[config.mk]
export PLATFORM = sky130hd
export DESIGN_NAME = transmission_scheduler
export DESIGN_NICKNAME = d
export VERILOG_FILES = /design/src/rtl/transmission_pkg.sv /design/src/rtl/rr_arbiter8.sv /design/src/rtl/transmission_scheduler.sv
export SDC_FILE = /design/constraint.sdc
export NUM_CORES = 1
export LEC_CHECK = 0
export CORE_UTILIZATION = 52
export CTS_CLUSTER_DIAMETER = 50
export CTS_CLUSTER_SIZE = 30
export DETAILED_ROUTE_END_ITERATION = 8
export PLACE_DENSITY = 0.81
export SYNTH_ARGS = -nofsm -noshare
export SYNTH_HDL_FRONTEND = slang
export SYNTH_SLANG_ARGS = --single-unit
[constraint.sdc]
create_clock -name clk -period 3.4 [get_ports clk]
set_input_delay 0.68 -clock clk [delete_from_list [all_inputs] [get_ports clk]]
set_output_delay 0.68 -clock clk [all_outputs]
set_load 0.02 [all_outputs]
[src/rtl/transmission_pkg.sv]
// Shared types and constants for the 8-channel time-division transmission scheduler.
package transmission_pkg;
  localparam int NCH   = 8;
  localparam int SEL_W = 3;

  typedef enum logic [1:0] {IDLE, ARB, HOLD, SAMPLE} sched_state_t;

  localparam logic LINK_IDLE = 1'b1;
endpackage

[src/rtl/rr_arbiter8.sv]
// Combinational round-robin pick: first requester after last_ch, wrapping modulo 8.
module rr_arbiter8
  import transmission_pkg::*;
(
  input  logic [NCH-1:0]   req,
  input  logic [SEL_W-1:0] last_ch,
  output logic [SEL_W-1:0] grant_idx,
  output logic             grant_vld
);

  // Walk offsets from farthest to nearest so the nearest requester overwrites last.
  always_comb begin
    logic [SEL_W-1:0] idx;
    idx       = '0;
    grant_idx = '0;
    grant_vld = 1'b0;
    for (int i = NCH; i >= 1; i--) begin
      idx = last_ch + SEL_W'(i);
      if (req[idx]) begin
        grant_idx = idx;
        grant_vld = 1'b1;
      end
    end
  end

endmodule

[src/rtl/transmission_scheduler.sv]
// Round-robin slot scheduler driving the datapath select lines and capturing the returned bit per channel.
module transmission_scheduler
  import transmission_pkg::*;
#(
  parameter int SLOT_CYCLES = 4
) (
  input  logic             clk,
  input  logic             rst,
  input  logic             en,
  input  logic [NCH-1:0]   req,
  input  logic [NCH-1:0]   link_o,
  output logic             sel_a,
  output logic             sel_b,
  output logic             sel_c,
  output logic [SEL_W-1:0] cur_ch,
  output logic             busy,
  output logic [NCH-1:0]   rx_data,
  output logic [NCH-1:0]   rx_valid,
  output logic             slot_done
);

  localparam int CW = $clog2(SLOT_CYCLES);
  localparam logic [CW-1:0] CNT_LOAD = CW'(SLOT_CYCLES - 2);

  sched_state_t     state, nxt;
  logic [SEL_W-1:0] sel, last_ch, grant_idx;
  logic [CW-1:0]    cnt;
  logic             grant_vld, sample_fire;

  rr_arbiter8 u_arb (
    .req       (req),
    .last_ch   (last_ch),
    .grant_idx (grant_idx),
    .grant_vld (grant_vld)
  );

  always_ff @(posedge clk or posedge rst) begin
    if (rst) state <= IDLE;
    else     state <= nxt;
  end

  always_comb begin
    nxt = state;
    case (state)
      IDLE:    if (en && |req) nxt = ARB;
      ARB:     nxt = grant_vld ? HOLD : IDLE;
      HOLD:    if (cnt == '0) nxt = SAMPLE;
      SAMPLE:  nxt = (en && |req) ? ARB : IDLE;
      default: nxt = IDLE;
    endcase
  end

  assign sample_fire = (state == SAMPLE);

  // last_ch resets to 7 so the very first search begins at channel 0.
  always_ff @(posedge clk or posedge rst) begin
    if (rst) begin
      sel       <= '0;
      last_ch   <= SEL_W'(NCH - 1);
      cnt       <= '0;
      slot_done <= 1'b0;
    end else begin
      slot_done <= sample_fire;
      if (state == ARB && grant_vld) begin
        sel <= grant_idx;
        cnt <= CNT_LOAD;
      end else if (state == HOLD && cnt != '0) begin
        cnt <= cnt - 1'b1;
      end
      if (sample_fire) last_ch <= sel;
    end
  end

  // Per-channel receive bit and strobe; only the selected channel ever updates.
  for (genvar k = 0; k < NCH; k++) begin : g_rx
    logic hit;
    assign hit = sample_fire && (sel == SEL_W'(k));
    always_ff @(posedge clk or posedge rst) begin
      if (rst) begin
        rx_data[k]  <= LINK_IDLE;
        rx_valid[k] <= 1'b0;
      end else begin
        rx_valid[k] <= hit;
        if (hit) rx_data[k] <= link_o[k];
      end
    end
  end

  assign sel_a  = sel[2];
  assign sel_b  = sel[1];
  assign sel_c  = sel[0];
  assign cur_ch = sel;
  assign busy   = (state != IDLE);

endmodule

# Word-level counts from Yosys, hierarchy flattened
# Index checks and enable logic that the tools add are counted.
dict set report word_totals {
  ff_bits 27
  inputBits 19
  output_inout_bits 24
  wordCells 107
}
dict set report op_classes {
  n_addsub 8
  order_cmp 8
  n_eq_ne 12
  mux 39
  n_reduce_logical 19
}
# cell n
set ops {}
lappend ops {{3-bit by 4-bit < comparator with 1-bit output (second input constant)} 8}
lappend ops {{1-bit binary-select mux with 3-bit select} 8}
lappend ops {{3-bit 2-to-1 mux} 8}
lappend ops {{1-bit 2-to-1 mux} 17}
lappend ops {{3-bit adder (second input constant)} 4}
lappend ops {{3-bit == test (second input constant)} 4}
lappend ops {{1-bit logical AND} 11}
lappend ops {{2-bit 2-to-1 mux} 5}
lappend ops {{2-bit case mux with 4 select lines} 1}
lappend ops {{8-bit OR reduction} 1}
lappend ops {{3-bit by 2-bit adder with 3-bit output (second input constant)} 2}
lappend ops {{3-bit by 2-bit == test with 1-bit output (second input constant)} 2}
lappend ops {{2-bit nonzero test} 3}
lappend ops {{2-bit == test (second input constant)} 2}
lappend ops {{2-bit logical NOT} 2}
lappend ops {{2-bit != test (second input constant)} 2}
lappend ops {{3-bit by 1-bit adder with 3-bit output (second input constant)} 1}
lappend ops {{3-bit by 1-bit == test with 1-bit output (second input constant)} 1}
lappend ops {{3-bit logical NOT} 1}
lappend ops {{2-bit by 1-bit == test with 1-bit output (second input constant)} 1}
lappend ops {{2-bit AND reduction} 1}
lappend ops {{2-bit by 1-bit subtractor with 2-bit output (second input constant)} 1}

# Logic depth before layout (Yosys ltp)
dict set report logic_depth {
  depth_word 12
  depth_mapped 11
  depth_no_buf 8
}

# By module
# A second synthesis with hierarchy kept.
dict set report unflattened {
  cells_unflattened 160
  hier_area_um2 1814.2
}
# module n_inst cells_each area_each_um2
set modules_own_cells {}
lappend modules_own_cells {transmission_scheduler 1 83 1139.8}
lappend modules_own_cells {rr_arbiter8 1 77 674.4}

# Least setup slack after synthesis
# No wires, ideal clock.
dict set report synth_timing {
  path_kind {reg-to-reg}
  start {register last_ch[1]}
  end {register sel[2], in the netlist cur_ch[2]}
  t_arrival_ns 2.836
  t_required_ns 3.333
  slack_ns 0.497
  stages_incl_launch_ff 11
  n_path_buf 2
  synth_period_minus_slack_ns 2.903
  cell_sequence {dfstp_2 > clkbuf_1 > inv_1 > ha_1 > buf_4 > mux2_2 > a22oi_1 > o32ai_1 > o31a_1 > o41ai_1 > o311a_1}
}
dict set report synth_via {
  elab_chain_len 11
  word_cells_on_any_way 40
  classes_between {add/sub: 7; mux: 32; reduce/logical: 1}
}
# element line_no
set synth_lines {}
lappend synth_lines {{start, declared} transmission_scheduler.sv:26} ;# logic [SEL_W-1:0] sel, last_ch, grant_idx;
lappend synth_lines {{start signal, assigned} transmission_scheduler.sv:59} ;# last_ch <= SEL_W'(NCH - 1);
lappend synth_lines {{start signal, assigned} transmission_scheduler.sv:70} ;# if (sample_fire) last_ch <= sel;
lappend synth_lines {{3-bit adder / 1-bit binary-select mux with 3-bit select (equally long branches)} {rr_arbiter8.sv:18, rr_arbiter8.sv:19}}
lappend synth_lines {{1-bit binary-select mux with 3-bit select / 1-bit 2-to-1 mux (equally long branches)} rr_arbiter8.sv:19} ;# if (req[idx]) begin
lappend synth_lines {{1-bit 2-to-1 mux (not written as such)} rr_arbiter8.sv:19}
lappend synth_lines {{1-bit 2-to-1 mux (7 in a row)} rr_arbiter8.sv:19}
lappend synth_lines {{1-bit logical AND} transmission_scheduler.sv:64} ;# if (state == ARB && grant_vld) begin
lappend synth_lines {{end signal, assigned} transmission_scheduler.sv:65} ;# sel <= grant_idx;
lappend synth_lines {{end, declared} transmission_scheduler.sv:26}
# Parallel ways exist; a longest one is shown, timed or not. The select of a mux whose other input is x is not followed.
# A chain may end at the register's enable or synchronous reset.

# Worst setup path after layout
dict set report layout_timing {
  start {register last_ch[0]}
  end {register sel[2], in the netlist cur_ch[2]}
}
# Same word-level chain as after synthesis.

==> metrics.md <==
| Metric | Value |
|---|---|
| Outcome | `complete, no violations` |
| CTS tree | `done` |
| Post-synthesis async set-or-reset flop share | `100%` |
| Worst-path clk slew | `0.09 ns` |
| YS warnings | `0` |
| Setup TNS | `0 ns` |
| Most common cell in the netlist | `nor2_1` |
| Pwr Total | `0.00248 W` |
| RSZ-0062 raised after global routing | `no` |
| Die Y | `65.7 um` |
| Crit share post-route | `91.0%` |
| Final Wtd Congestion | `0.895` |
| Final worst slack | `0.306 ns` |
| Clock Power Share | `7.2%` |
| Initial antenna violation count | `0` |
| Cell count after placement | `284` |
| Worst setup SP type | `flip-flop` |
| Antenna Cells | `0` |
| Die width | `65.7 um` |
| Peak supply drop | `0.491 mV` |
| Nets | `263` |
| Fmax | `323 MHz` |
| Number of synthesized flops with an enable pin | `0` |
| Worst hold path class | `flip-flop to flip-flop` |
| WL per Instance | `16.6 um` |
| Cell taking the most area after synthesis | `dfrtp_1` |
| Drt first pass iters | `4` |
| Main synth FF type | `dfrtp_1` |
| Critical path class | `flip-flop to flip-flop` |
| Worst-Margin Slew | `0.979 ns` |
| M3 GR Usage | `3.99%` |
| Setup Skew | `0.00119 ns` |
| Synth Register Bits | `27` |
| Netlist cell types | `54` |
| Skew-Pair Late Insertion Delay | `0.27 ns` |
| # port buffers | `42` |
| Top cells by count, synth | `17 x nor2_1, 16 x dfrtp_1, 16 x mux2i_1, 16 x nand2_1, 13 x mux2_2` |
| Dpl hpwl | `3570 um` |
| Final Max Slew Viols | `0` |
| Pre-CTS setup slack | `0.333 ns` |
| Synthesized Nets | `227` |
| Cell area power density | `963 mW/mm^2` |
| Core footprint | `0.00377 mm^2` |
| PostCTS Resize Cnt | `0` |
| Critical Path RT | `3.61 ns` |
| Vias/cell | `6.24` |
| Total grt overflow | `0` |
| Initial core utilization | `56.0%` |
| Share of layout cells above drive strength 1 | `21.7%` |
| Cell internal pwr | `0.00136 W` |
| Clock Sinks | `27` |
| Clk root buf | `clkbuf_8` |
| Area Growth Syn to Fin | `21.9%` |
| Pin count of the biggest net entering global routing | `28` |
| I/O pin count | `43` |
| Fin cells | `288` |
| Seq/Total Area, Yosys | `32.7%` |
| Via count | `1798` |
| Syn Inst Count | `205` |
| Sw frac | `45.1%` |
| Maxcap violations | `0` |
| Cell area after synthesis | `0.00211 mm^2` |
| CP arrival | `3.31 ns` |
| First-pass GRT wire length | `7630 um` |
| # setup viols final | `0` |
| Worst-path fanout max | `18` |
| Total Wirelength | `4790 um` |
| Synth top area share | `19.0%` |
| Switch Pwr | `0.00112 W` |
| Flop pwr share | `23.6%` |
| Final hold slack | `0.494 ns` |
| Comb power frac | `69.2%` |
| Syn Area/Cell | `10.3 um^2` |
| Post-CTS Hold Buffers | `0` |
| Row cnt | `22` |
| Met2 Usage GRT | `38.3%` |
| Iteration-0 DRC Markers | `98` |
| Area contributors post-synth | `dfrtp_1 19%, dfstp_2 14%, mux4_2 13%` |
| Leak | `1.02 nW` |
| Met1 usage in global routing | `32.4%` |
| Hold Violations, Final | `0` |
| CTS H-tree depth | `1` |
| DRC | `0` |
| Num CTS Buffers | `3` |
| Post-route antenna net violation count | `0` |
| Post-CTS setup buffer count | `0` |
| Min Tclk post-route | `3.09 ns` |
| Vias in the first global route | `1580` |
| Most Crowded Layer GR | `met2` |
| Worst setup EP type | `flip-flop` |
| Fillers | `315` |
| Longest Clk Path Bufs | `2` |
| Full die area | `0.00432 mm^2` |
| Slew headroom | `34.6%` |
| Gr usage total | `23.4%` |
==> path summary, 6_finish.rpt <==
check                            from     endpoint  slack [ns]  cells after the start
max                        last_ch[0]    cur_ch[2]        0.31                      9
min                            cnt[0]       cnt[0]        0.49                      1
max reg2reg                last_ch[0]    cur_ch[2]        0.31                      9
min reg2reg                    cnt[0]       cnt[0]        0.49                      1
max in group asynchronous         rst  rx_valid[7]        1.86                      2
min in group asynchronous         rst  rx_valid[2]        0.95                      2
==> final cells by class <==
type,instances,area (um^2),share of cell area [%]
multi-input combinational,151,1270,49.3
sequential,27,689,26.8
timing repair buffer,46,463,18.0
tap,48,60.1,2.33
inverter,12,45.0,1.75
clock buffer,3,41.3,1.60
clock inverter,1,5.00,0.194
==> cell usage in the layout, fill, tap and decap left out, types with 5 or more instances in the layout <==
| cell type | count |
|---|---|
| clkdlybuf4s50_1 | 42 |
| dfrtp_1 | 16 |
| dfstp_2 | 11 |
| inv_1 | 11 |
| mux2_2 | 13 |
| mux2i_1 | 16 |
| mux4_2 | 12 |
| nand2_1 | 16 |
| nand2b_1 | 5 |
| nor2_1 | 17 |
| o21ai_0 | 9 |
==> cells by family after synthesis <==
group                    count (synthesis)  share of synthesized area (%)
AO/OA/AOI/OAI                           42                           15.0
flip-flops                              27                           32.7
AND/OR/NAND/NOR                         62                           14.8
multiplexers                            41                           27.3
XOR/XNOR                                 3                           1.25
adder cells (fa/ha/maj)                  3                           1.78
buffers and inverters                   27                           7.17
==> layer usage <==
metal / part of all wire, % / up-vias
li1: - / 841
met1: 45 / 876
met2: 48 / 77
met3: 5.6 / 4
met4: 1.0 / 0
met5: 0 / -
==> metrics by stage <==
step | instance area [um^2] | util, %
after floorplan | 2110 | -
after global placement | 2530 | 67.0
after detailed placement | 2530 | 67.0
after CTS | 2570 | 68.2
after global routing | 2570 | 68.2
final | 2570 | 68.2
==> worst max-delay path, stage by stage, from the launching register on <==
cell and delay [ns]:
dfstp_2 0.55, clkinv_1 0.22, ha_1 0.41, buf_12 0.17, mux2_2 0.40, a222oi_1 0.44, nor2_1 0.08, o31a_1 0.11
o41ai_1 0.43, o311a_1 0.23
==> registers in the layout, summed over array words and instances, names as in the netlist, named ones only <==
signal / cells
cur_ch: 3
slot_done: 1
rx_valid: 8
last_ch: 3
rx_data: 8
cnt: 2
state: 1
==> power by group through the flow <==
stage	Combinational (W)	Sequential (W)	Clock, W
2_1_floorplan	0.00121	0.000642	0
3_3_place_gp	0.00167	0.000582	0
3_5_place_dp	0.00169	0.000587	0
4_1_cts	0.00170	0.000585	0.000179
5_1_grt	0.00184	0.000604	0.000198
6_report	0.00172	0.000586	0.000178
Note: power is estimated with default switching activity, not from simulation.
